--- config.mk ---
export PLATFORM = sky130hd
export DESIGN_NAME = adder_subtractor_8bit
export DESIGN_NICKNAME = d
export VERILOG_FILES = /design/src/rtl/adder_subtractor_8bit.sv
export SDC_FILE = /design/constraint.sdc
export NUM_CORES = 1
export LEC_CHECK = 0
export CAP_MARGIN = 15
export CORE_UTILIZATION = 36
export DETAILED_ROUTE_END_ITERATION = 10
export GPL_TIMING_DRIVEN = 0
export PLACE_DENSITY = 0.76
export SLEW_MARGIN = 20
export SYNTH_ARGS = -nofsm -noshare
export SYNTH_HDL_FRONTEND = slang
export SYNTH_SLANG_ARGS = --single-unit
--- constraint.sdc ---
create_clock -name clk -period 0.8 [get_ports clk]
set_clock_uncertainty 0.2 [all_clocks]
set_input_delay 0.16 -clock clk [delete_from_list [all_inputs] [get_ports clk]]
set_output_delay 0.16 -clock clk [all_outputs]
set_load 0.02 [all_outputs]
--- src/rtl/adder_subtractor_8bit.sv ---
// 8-bit two's-complement adder/subtractor (ripple-carry) with a registered result.
// Define ADDSUB_OVF_EN to add the registered signed-overflow output V.
module adder_subtractor_8bit (
  input  logic       clk,
  input  logic       rst_n,
  input  logic [7:0] A,
  input  logic [7:0] B,
  input  logic       sel,
  output logic [7:0] S,
`ifdef ADDSUB_OVF_EN
  output logic       cout,
  output logic       V
`else
  output logic       cout
`endif
);

  logic [7:0] bm;
  logic [7:0] sum_d;
  logic [8:0] carry;
  logic [7:0] s_q;
  logic       cout_q;

  // Subtraction reuses the adder: invert B and inject sel as carry-in.
  always_comb begin
    bm       = B ^ {8{sel}};
    sum_d    = '0;
    carry    = '0;
    carry[0] = sel;
    for (int unsigned i = 0; i < 8; i++) begin
      sum_d[i]   = A[i] ^ bm[i] ^ carry[i];
      carry[i+1] = (A[i] & bm[i]) | (A[i] & carry[i]) | (bm[i] & carry[i]);
    end
  end

  always_ff @(posedge clk or negedge rst_n) begin
    if (!rst_n) begin
      s_q    <= '0;
      cout_q <= 1'b0;
    end else begin
      s_q    <= sum_d;
      cout_q <= carry[8];
    end
  end

  assign S    = s_q;
  assign cout = cout_q;

`ifdef ADDSUB_OVF_EN
  logic v_q;

  always_ff @(posedge clk or negedge rst_n) begin
    if (!rst_n) begin
      v_q <= 1'b0;
    end else begin
      v_q <= carry[7] ^ carry[8];
    end
  end

  assign V = v_q;
`endif

endmodule

After elaboration in Yosys (flattened, before gate mapping)
Cells that the tools add are included.
- flip-flop bits (word level): 9
- input bits: 19
- output and inout port bits: 9
- word-level logic and storage cells: 59
- bitwise logic cells: 57
- operators by type and width (kind ; count):
    bitwise AND 1 bit ; 24
    bitwise OR 1 bit ; 16
    bitwise XOR 1 bit ; 16
    bitwise XOR 8 bit ; 1

Depth between registers and ports, before layout
Gate-level depths: netlist of run 1.
- word-level depth: 25
- gate-level depth with buffers: 11
- depth with buffers taken out: 10

Worst setup path before layout of run 1
OpenSTA, ideal clock, no wires.
- kind: input to register
- start: input port sel
- end: register s_q[7], in the netlist S[7]
- library setup time: 0.136 ns
- data arrival time: 3.013 ns
- data required time: 0.464 ns
- slack: -2.549 ns
- cell stages on the path: 11
- buffers on the path: 1
- cell sequence: buf_6 -> xor2_1 -> fa_1 -> inv_1 -> fa_1 -> fa_1 -> fa_1 -> fa_1 -> fa_1 -> inv_1 -> fa_1
- cells in the longest elaborated chain, start to end: 23
- elaborated cells on any way between the ends: 38
- those cells by class: bitwise (38)
- RTL lines (what ; RTL line ; RTL):
    start: declaration ; 8 ; input logic sel,
    bitwise XOR 8 bit ; 26 ; bm = B ^ {8{sel}};
    bitwise AND 1 bit ; 32 ; carry[i+1] = (A[i] & bm[i]) | (A[i] & carry[i]) | (bm[i] & carry[i]);
    bitwise OR 1 bit (2 in a row) ; 32 ;
    bitwise AND 1 bit ; 32 ;
    bitwise OR 1 bit (2 in a row) ; 32 ;
    bitwise AND 1 bit ; 32 ;
    bitwise OR 1 bit (2 in a row) ; 32 ;
    bitwise AND 1 bit ; 32 ;
    bitwise OR 1 bit (2 in a row) ; 32 ;
    bitwise AND 1 bit ; 32 ;
    bitwise OR 1 bit (2 in a row) ; 32 ;
    bitwise AND 1 bit ; 32 ;
    bitwise OR 1 bit (2 in a row) ; 32 ;
    bitwise AND 1 bit ; 32 ;
    bitwise OR 1 bit (2 in a row) ; 32 ;
    bitwise XOR 1 bit (*) ; 31 ; sum_d[i] = A[i] ^ bm[i] ^ carry[i];
    named net sum_d[7] ; 19 ; logic [7:0] sum_d;
    end signal: assignment ; 41 ; s_q <= sum_d;
    end: declaration ; 21 ; logic [7:0] s_q;
Mark *: on every way through the listed nets, which the timed path passes. The rest lies on a longest branch.

Final worst setup path of run 1
- start: input port B[1]
- end: register s_q[7], in the netlist S[7]
- cells in the longest elaborated chain, start to end: 20
- elaborated cells on any way between the ends: 26
- those cells by class: bitwise (26)
- RTL lines (what ; RTL line ; RTL):
    start: declaration ; 7 ; input logic [7:0] B,
    bitwise XOR 8 bit (*) ; 26 ;
    bitwise AND 1 bit ; 32 ;
    bitwise OR 1 bit ; 32 ;
    bitwise OR 1 bit (*) ; 32 ;
    bitwise AND 1 bit ; 32 ;
    bitwise OR 1 bit ; 32 ;
    bitwise OR 1 bit (*) ; 32 ;
    bitwise AND 1 bit ; 32 ;
    (+5 left out) ; - ;
    bitwise AND 1 bit ; 32 ;
    bitwise OR 1 bit ; 32 ;
    bitwise OR 1 bit (*) ; 32 ;
    bitwise AND 1 bit ; 32 ;
    bitwise OR 1 bit ; 32 ;
    bitwise OR 1 bit (*) ; 32 ;
    bitwise XOR 1 bit (*) ; 31 ;
    named net sum_d[7] ; 19 ;
Marks and branches as above.

==> results of run 1 <==
worst min path at each step:
stage,from,end,slack (ns),cells after the start
5_1_grt,A[0],S[0],-0.07,2
6_report,A[0],S[0],-0.08,2
2_1_floorplan,rst_n,S[0],-0.34,0
4_1_cts,A[0],S[0],-0.07,2
3_5_place_dp,rst_n,S[1],0.26,1
3_3_place_gp,rst_n,S[0],0.25,1
worst max-delay path, delay by kind of cell:
| family | cells | cell delay [ns] |
|---|---|---|
| buffers and inverters | 3 | 0.20 |
| xor gates and xnor gates | 1 | 0.16 |
| adders and majority gates | 7 | 2.33 |
per-layer routing:
| metal | GRT usage | part of all wire | vias up |
|---|---|---|---|
| met5 | 0 | 0 | - |
| met4 | 0.155 | 0.063 | 0 |
| met3 | 0 | 0.059 | 4 |
| met2 | 0.179 | 0.51 | 21 |
| met1 | 0.122 | 0.36 | 149 |
| li1 | - | - | 167 |
final cells by class:
class,instances,share of cell area
repair buffers,28,0.323
multi-input cells,16,0.300
flip-flops and latches,9,0.253
inverters,12,0.0506
clock buffers,4,0.0295
plain buffers,1,0.0225
well taps,15,0.0211
per-stage QoR:
stage | utilization | setup WS (ns) | cells | total power [mW] | hold slack (ns)
5_1_grt | 0.684 | -2.19 | 85 | 1.82 | -0.0713
3_3_place_gp | 0.625 | -2.78 | 79 | 1.29 | 0.252
2_1_floorplan | - | -2.31 | 38 | 0.947 | -0.336
4_1_cts | 0.665 | -2.42 | 85 | 1.71 | -0.0746
3_5_place_dp | 0.625 | -2.82 | 79 | 1.31 | 0.264
6_report | 0.684 | -2.12 | 85 | 1.70 | -0.0768
state kept, by name, indices dropped and copies added (netlist names):
register  count
cout          1
S             8
repair_timing:
action / in CTS / in global routing
cloned: 0 / 0
pin swaps: 8 / 8
setup buffers: 2 / 0
hold endpoints to repair: 10 / 1
resized for setup: 72 / 9
setup endpoints to repair: 18 / 17
cells in the final DEF (no fill, tap or decap), types with 2 or more instances in the layout:
| master | n |
|---|---|
| clkdlybuf4s50_1 | 11 |
| buf_6 | 10 |
| dfrtp_1 | 9 |
| inv_1 | 6 |
| inv_2 | 6 |
| fa_2 | 6 |
| xnor2_1 | 4 |
| clkbuf_4 | 3 |
| xor2_1 | 2 |
| dlygate4sd2_1 | 2 |
| buf_4 | 2 |
kinds of logic after synthesis:
| family | count (synthesis) |
|---|---|
| adders and majority gates | 7 |
| muxes | 1 |
| xor gates and xnor gates | 8 |
| buffers and inverters | 13 |
| DFF | 9 |
power by group:
| group | total [mW] | leakage [nW] | switching, mW | internal (mW) |
|---|---|---|---|---|
| clock | 0.331 | 0.0150 | 0.140 | 0.191 |
| sequential | 0.619 | 0.105 | 0.0494 | 0.569 |
| combinational | 0.754 | 0.301 | 0.339 | 0.416 |
==> summary.txt, run 1 <==
Worst setup path
  – Most frequent CP cell: fa_2
  – CP Cell Sequence: buf_8 > xor2_4 > fa_2 > inv_2 > fa_2 > fa_2 > fa_2 > fa_2 > fa_2 > inv_2 > fa_1
  – Crit path DAT: ~2.9 ns
  – CP endpoint: S[7]
  – Max incr delay on CP: ~0.40 ns
  – CP Launch Point: B[1]
  – Max stage delay cell, worst path: fa_1
  – Endpoint class of the critical path: flop
  – Critical path data required time: 0.73 ns
  – CP Class: in -> reg
  – Crit-path max FO: 1
  – Setup crit start kind: input port

Die
  – Die width: 39.4 um
  – Die area: 0.00155 sq mm
  – Total core area: roughly 0.0013 sq mm
  – Die Y: approximately 40 um
  – Initial Utilization: 0.387
  – Row cnt: 13
  – IO Pins: 28

GRT
  – GRT overflow: 0
  – GRT Total Usage: 0.114
  – Vias in the first global route: 276
  – First-pass GRT wire length: about 1.1 mm
  – Initial antenna violation count: 0
  – Largest net degree at the start of global routing: 10

Final layout
  – Multi-input logic area: ~270 sq um
  – Total Nets Final: 97
  – N_diodes: 0
  – Post-route design area: around 890 sq um
  – Fill count: 101
  – FF+latch area: between 200 and 250 sq um
  – Share of cells above drive strength 1: 0.471
  – Area grow syn2layout: 76.9%

Detailed routing
  – Vias: between 300 and 400
  – Routed WL per cell: around 8.5 um
  – Routed Antenna Nets: 0
  – DR DRC count: 0
  – Post-Route WL: between 700 and 800 um
  – DR vias/cell: about 4.0
  – Drt first-iter violations: 1
  – DRT Pass-1 Iters: 2

STA
  – Final slew viol count: 0
  – Crit path time final: roughly 2.9 ns
  – Final Setup Violations: 17
  – Fmax achieved: around 0.34 GHz
  – Hold slack final: -0.0768 ns
  – RSZ-0062 raised after global routing: yes
  – Endpoints failing hold: 10
  – Period utilization: 3.66
  – Slew @ Worst Pin: around 0.36 ns
  – Slew headroom: 0.761
  – Setup tns final: -12.92 ns
  – PnR worst setup slack: -2.12 ns

Logic synthesis
  – Top cells by area, synth: dfrtp_1 45%, fa_1 28%, inv_1 9.0%, xnor2_1 8.7%, xor2_1 5.2%
  – Post-synth top area share: 0.448
  – Commonest cells post-synth: 12 x inv_1, 9 x dfrtp_1, 7 x fa_1, 5 x xnor2_1, 3 x xor2_1
  – Post-Synth Simple-Gate Area: 0
  – Area share of fa/ha/maj cells after synthesis: 0.279
  – Seq cells post-synth: 9
  – Count leader, synth: inv_1
  – XOR/XNOR share of the synthesized area: 0.139
  – Main combinational cell family by area after synthesis: adder cells
  – Mux cell area share after synthesis: 0.0224
  – Count of cell types in the netlist: 7
  – Synth area leader: dfrtp_1
  – Synth warnings: 0
  – Syn_area_per_cell: ~13 sq um
  – Synth Instances: 38
  – Async set or reset register ratio after synthesis: 1.00
  – Post-synthesis sequential area ratio: 0.448
  – Area fraction in compound gates after synthesis: 0
  – Post-synth EDFFs: 0
  – Synthesized area: 503 sq um
  – Syn_nets: 64
  – Most used DFF post-synth: dfrtp_1

Placed design
  – RePlAce Congestion: roughly 0.61
  – Placed inst area: 813 sq um
  – I/O Buffers: 26
  – Detail Placement HPWL: around 640 um

Job
  – MaxCap Viol Count: 0

Run status
  – Failing checks: hold timing, setup timing
  – Run status: finished with violations

Power
  – P_leak: approximately 0.42 nW
  – Cell Pwr Density: 1920 mW/mm^2
  – Peak supply drop: 0.000892 V

Hold path
  – Hold Crit Class: in -> reg

Clock tree
  – Inserted Clock Buffers: 3
  – # clock sinks: 9
  – Reg clk slew, reported paths: 0.05 ns
  – Worst-case clock buffer depth: 2
  – CTS tree: built
  – H-tree depth: 1
  – Root Driver: clkbuf_4
Note: power is estimated with default switching activity, not from simulation.
==> inputs of run 2 (changes only) <==
--- a/config.mk
+++ b/config.mk
@@ -7,6 +7,7 @@
 export LEC_CHECK = 0
 export CAP_MARGIN = 15
 export CORE_UTILIZATION = 36
+export CTS_CLUSTER_DIAMETER = 120
 export DETAILED_ROUTE_END_ITERATION = 10
 export GPL_TIMING_DRIVEN = 0
 export PLACE_DENSITY = 0.76
@@ -14,3 +15,4 @@
 export SYNTH_ARGS = -nofsm -noshare
 export SYNTH_HDL_FRONTEND = slang
 export SYNTH_SLANG_ARGS = --single-unit
+export TNS_END_PERCENT = 1
==> summary.txt, run 2 (synthesis gave the netlist of run 1 again) <==
Run status
  – Run status: finished with violations
  – Failing checks: hold timing, setup timing

GRT
  – First-pass GRT wire length: 1.37 mm (+30%)
  – Largest net degree at the start of global routing: 10 (unchanged)
  – GRT Total Usage: 0.147 (+0.0326)
  – Vias in the first global route: 362 (+31%)
  – Initial antenna violation count: 0 (unchanged)
  – GRT overflow: 0 (unchanged)

Die
  – Initial Utilization: 0.387 (unchanged)
  – Die width: 39.4 um (unchanged)
  – IO Pins: 28 (unchanged)
  – Die area: 0.00155 sq mm (unchanged)
  – Die Y: 39.4 um (unchanged)
  – Row cnt: 13 (unchanged)
  – Total core area: 0.00130 sq mm (unchanged)

Clock tree
  – Inserted Clock Buffers: 3 (unchanged)
  – CTS tree: built
  – Worst-case clock buffer depth: 2 (unchanged)
  – H-tree depth: 1 (unchanged)
  – # clock sinks: 9 (unchanged)
  – Reg clk slew, reported paths: 0.06 ns (about the same)
  – Root Driver: clkbuf_4

Worst setup path
  – Crit path DAT: 2.87 ns (+0.02 ns)
  – Max stage delay cell, worst path: fa_1
  – CP Class: in -> reg
  – CP Cell Sequence: buf_8 > xor2_4 > fa_2 > inv_2 > fa_2 > fa_2 > fa_2 > fa_2 > fa_2 > inv_2 > fa_1
  – Max incr delay on CP: 0.39 ns (about the same)
  – CP top delay family: adder cells
  – CP Launch Point: B[1]
  – Critical path data required time: 0.73 ns (about the same)
  – Setup crit start kind: input port
  – Worst Path Buf+Inv: 3 (unchanged)
  – Most frequent CP cell: fa_2
  – Endpoint class of the critical path: flop
  – Crit-path max FO: 1 (unchanged)

Detailed routing
  – DR DRC count: 0 (unchanged)
  – DRT Pass-1 Iters: 4 (+2)
  – Post-Route WL: 860 um (+19%)
  – Drt first-iter violations: 2 (+1)
  – Routed Antenna Nets: 0 (unchanged)
  – DR vias/cell: 4.20 (+4.8%)
  – Vias: 353 (+3.5%)
  – Routed WL per cell: 10.2 um (+20%)

Final layout
  – Max reg flops: 8 (unchanged)
  – Most frequent cells in the layout: 11 x clkdlybuf4s50_1, 10 x buf_2, 9 x dfrtp_1
  – Share of cells above drive strength 1: 0.464 (-0.00766)
  – Final core utilization: 0.635 (-0.0490)
  – Total Nets Final: 96 (-1.0%)
  – Area grow syn2layout: 64.2%
  – Most common cell after layout, fill and taps aside: clkdlybuf4s50_1
  – N_diodes: 0 (unchanged)

Placed design
  – RePlAce Congestion: 0.583 (-4.1%)
  – I/O Buffers: 26 (unchanged)

STA
  – Crit path time final: 2.94 ns (+0.0148 ns)
  – Fmax achieved: 0.340 GHz (-0.50%)
  – Hold slack final: -0.128 ns (-0.0512 ns)
  – RSZ-0062 raised after global routing: yes
  – Period utilization: 3.67 (+0.0184)
  – Endpoints failing hold: 10 (unchanged)
  – Final Setup Violations: 17 (unchanged)
  – PnR worst setup slack: -2.14 ns (-0.0148 ns)
  – Final slew viol count: 0 (unchanged)
  – Slew headroom: 0.751 (-0.00987)
  – Slew @ Worst Pin: 0.373 ns (+0.0148 ns)

Power
  – Peak supply drop: 0.000756 V (-15%)
  – P_leak: 0.397 nW (-5.7%)
  – Cell Pwr Density: 1880 mW/mm^2 (-2.1%)
  – Final Total Pwr: 1.55 mW (-9.1%)

Job
  – MaxCap Viol Count: 0 (unchanged)

Hold path
  – Hold Crit Class: in -> reg
  – Hold Path Depth: 2 (unchanged)
  – WHS Endpoint: S[0]
  – Hold Path Origin: B[0]
[run 2: metal layers]
metal | part of all wire | GRT usage
met5 | 0 | 0
met4 | 0.021 | 0.155
met3 | 0.069 | 0.0170
met2 | 0.59 | 0.254
met1 | 0.32 | 0.143
[run 2: area by class of cell]
type,instances,area (sq um)
Fill cell,112,475
Multi-Input combinational cell,16,267
Sequential cell,9,225
Timing Repair Buffer,27,224
Inverter,12,45.0
Clock buffer,4,26.3
Buffer,1,20.0
Tap cell,15,18.8
[run 2: repair_timing]
action                     CTS  global route
gates cloned                 0             0
setup buffers                1             0
pin swaps                    8             8
setup endpoints to repair   18            17
resized for setup           61             8
hold endpoints to repair    10             6
[run 2: metrics by stage]
step	TNS, ns	cells	instance area (sq um)	setup WS, ns
final	-13.12	84	826	-2.14
after global routing	-13.68	84	826	-2.20
after CTS	-14.59	84	802	-2.41
after detailed placement	-21.75	79	797	-2.90
after global placement	-21.17	79	797	-2.85
after floorplan	-12.14	38	518	-2.38
[run 2: report_power, final]
part / internal (mW) / switching [mW] / total [mW]
Clock: 0.191 / 0.141 / 0.332
Sequential: 0.567 / 0.0232 / 0.590
Combinational: 0.282 / 0.345 / 0.627
Total: 1.04 / 0.509 / 1.55
[run 2: how the worst max path moves through the flow]
stage | to | slack (ns) | depth (start not counted)
after floorplan | S[7] | -2.38 | 11
after global placement | S[7] | -2.85 | 11
after detailed placement | S[7] | -2.90 | 11
after CTS | S[7] | -2.41 | 11
after global routing | S[7] | -2.20 | 11
final | S[7] | -2.14 | 11
==> inputs of run 3 (changes only) <==
--- a/config.mk
+++ b/config.mk
@@ -11,6 +11,7 @@
 export DETAILED_ROUTE_END_ITERATION = 10
 export GPL_TIMING_DRIVEN = 0
 export PLACE_DENSITY = 0.76
+export REMOVE_ABC_BUFFERS = 1
 export SLEW_MARGIN = 20
 export SYNTH_ARGS = -nofsm -noshare
 export SYNTH_HDL_FRONTEND = slang
==> summary.txt, run 3 (synthesis gave the netlist of run 1 again) <==
Detailed routing
  – Drt first-iter violations: 2 (unchanged)
  – DR vias/cell: 3.98 (-5.4%)
  – DRT Pass-1 Iters: 2 (-2)
  – DR DRC count: 0 (unchanged)
  – Vias: 350 (-0.85%)
  – Routed WL per cell: 9.20 um (-10%)
  – Post-Route WL: 810 um (-5.8%)
  – Routed Antenna Nets: 0 (unchanged)

GRT
  – Largest net degree at the start of global routing: 10 (unchanged)
  – Vias in the first global route: 322 (-11%)
  – First-pass GRT wire length: 1.17 mm (-15%)
  – Initial antenna violation count: 0 (unchanged)
  – GRT Total Usage: 0.121 (-0.0261)
  – GRT overflow: 0 (unchanged)

Clock tree
  – Inserted Clock Buffers: 3 (unchanged)
  – Worst-case clock buffer depth: 2 (unchanged)
  – H-tree depth: 1 (unchanged)
  – Reg clk slew, reported paths: 0.05 ns (about the same)
  – CTS tree: built
  – # clock sinks: 9 (unchanged)
  – Root Driver: clkbuf_4

STA
  – Endpoints failing hold: 10 (unchanged)
  – Fmax achieved: 0.337 GHz (-1.1%)
  – Final slew viol count: 0 (unchanged)
  – Hold slack final: -0.0803 ns (+0.0478 ns)
  – PnR worst setup slack: -2.17 ns (-0.0317 ns)
  – Slew @ Worst Pin: 0.364 ns (-0.00825 ns)
  – Period utilization: 3.71 (+0.0396)
  – Final Setup Violations: 17 (unchanged)
  – RSZ-0062 raised after global routing: yes
  – Slew headroom: 0.756 (+0.00552)
  – Crit path time final: 2.97 ns (+0.0317 ns)

Die
  – Die Y: 39.4 um (unchanged)
  – Total core area: 0.00130 sq mm (unchanged)
  – Die area: 0.00155 sq mm (unchanged)
  – IO Pins: 28 (unchanged)
  – Die width: 39.4 um (unchanged)
  – Initial Utilization: 0.387 (unchanged)
  – Row cnt: 13 (unchanged)

Hold path
  – Hold Crit Class: in -> reg
  – WHS Endpoint: S[0]
  – Hold Path Origin: A[0]
  – Hold Path Depth: 2 (unchanged)

Power
  – Cell Pwr Density: 1850 mW/mm^2 (-1.1%)
  – Peak supply drop: 0.000776 V (+2.8%)
  – P_leak: 0.410 nW (+3.3%)

Final layout
  – Total Nets Final: 100 (+4.2%)
  – Share of cells above drive strength 1: 0.521 (+0.0568)
  – Area grow syn2layout: 66.7%
  – Max reg flops: 8 (unchanged)
  – Post-route design area: 838 sq um (+1.5%)
  – N_diodes: 0 (unchanged)
  – Most frequent cells in the layout: 11 x buf_2, 11 x clkdlybuf4s50_1, 9 x dfrtp_1, 8 x inv_2, 6 x fa_2
  – Final core utilization: 0.644 (+0.00962)

Placed design
  – I/O Buffers: 27 (+3.8%)
  – RePlAce Congestion: 0.603 (+3.6%)
  – Placed inst area: 781 sq um (-2.0%)
  – Detail Placement HPWL: roughly 650 um

Run status
  – Run status: finished with violations
  – Failing checks: hold timing, setup timing

Worst setup path
  – CP Cell Sequence: buf_12 > xor2_2 > fa_2 > inv_2 > fa_2 > fa_2 > fa_2 > fa_2 > fa_2 > inv_2 > fa_1
  – CP Class: in -> reg
  – CP top delay family: adder cells
  – Setup crit start kind: input port
  – Most frequent CP cell: fa_2
  – Worst Path Buf+Inv: 3 (unchanged)
  – Crit path DAT: 2.89 ns (+0.02 ns)
  – Max stage delay cell, worst path: fa_1
  – Critical path data required time: 0.72 ns (about the same)
  – Max incr delay on CP: 0.40 ns (about the same)
  – Endpoint class of the critical path: flop
  – Crit-path max FO: 5 (+4)

Job
  – MaxCap Viol Count: 0 (unchanged)
run 3: timing repair:
item                                   CTS  global route
setup endpoints to repair               18            17
resized for setup                       73             7
pin swaps                                8             8
setup buffers                            1             4
endpoints found under the hold margin   10             1
run 3: cell type report:
| cell class | instances | area, sq um |
|---|---|---|
| fill | 118 | 463 |
| timing repair buffer | 32 | 268 |
| multi-input combinational | 16 | 255 |
| sequential | 9 | 225 |
| inverter | 12 | 45.0 |
| clock buffer | 4 | 26.3 |
| tap | 15 | 18.8 |
run 3: report_power, final:
part	switching [mW]	total, mW	internal (mW)	leakage [nW]
clock network	0.131	0.322	0.190	0.0150
logic	0.350	0.644	0.295	0.291
registers	0.0219	0.589	0.567	0.105
run 3: through the flow:
| step | total power [mW] | hold slack [ns] | TNS (ns) | std cells | setup WS [ns] |
|---|---|---|---|---|---|
| detailed placement | 1.29 | 0.264 | -24.24 | 79 | -3.35 |
| global route | 1.67 | -0.0842 | -13.73 | 88 | -2.21 |
| CTS | 1.54 | -0.0836 | -14.61 | 84 | -2.44 |
| floorplan | 0.913 | -0.336 | -11.84 | 37 | -2.41 |
| global placement | 1.27 | 0.256 | -23.73 | 79 | -3.28 |
| finish | 1.55 | -0.0803 | -13.22 | 88 | -2.17 |
run 3: worst max path at each step:
stage,depth (start not counted),to,slack (ns),start
5_1_grt,11,S[7],-2.21,sel
3_5_place_dp,11,S[7],-3.35,sel
4_1_cts,11,S[7],-2.44,B[0]
3_3_place_gp,11,S[7],-3.28,sel
2_1_floorplan,10,S[7],-2.41,sel
6_report,11,S[7],-2.17,sel
run 3: per-layer routing:
layer  vias to the layer above  global-route usage  part of all wire
li1                        171                   -                 -
met1                       160               0.116              0.32
met2                        19               0.221              0.62
met3                         0              0.0170             0.059
met4                         0               0.103                 0
met5                         -                   0                 0
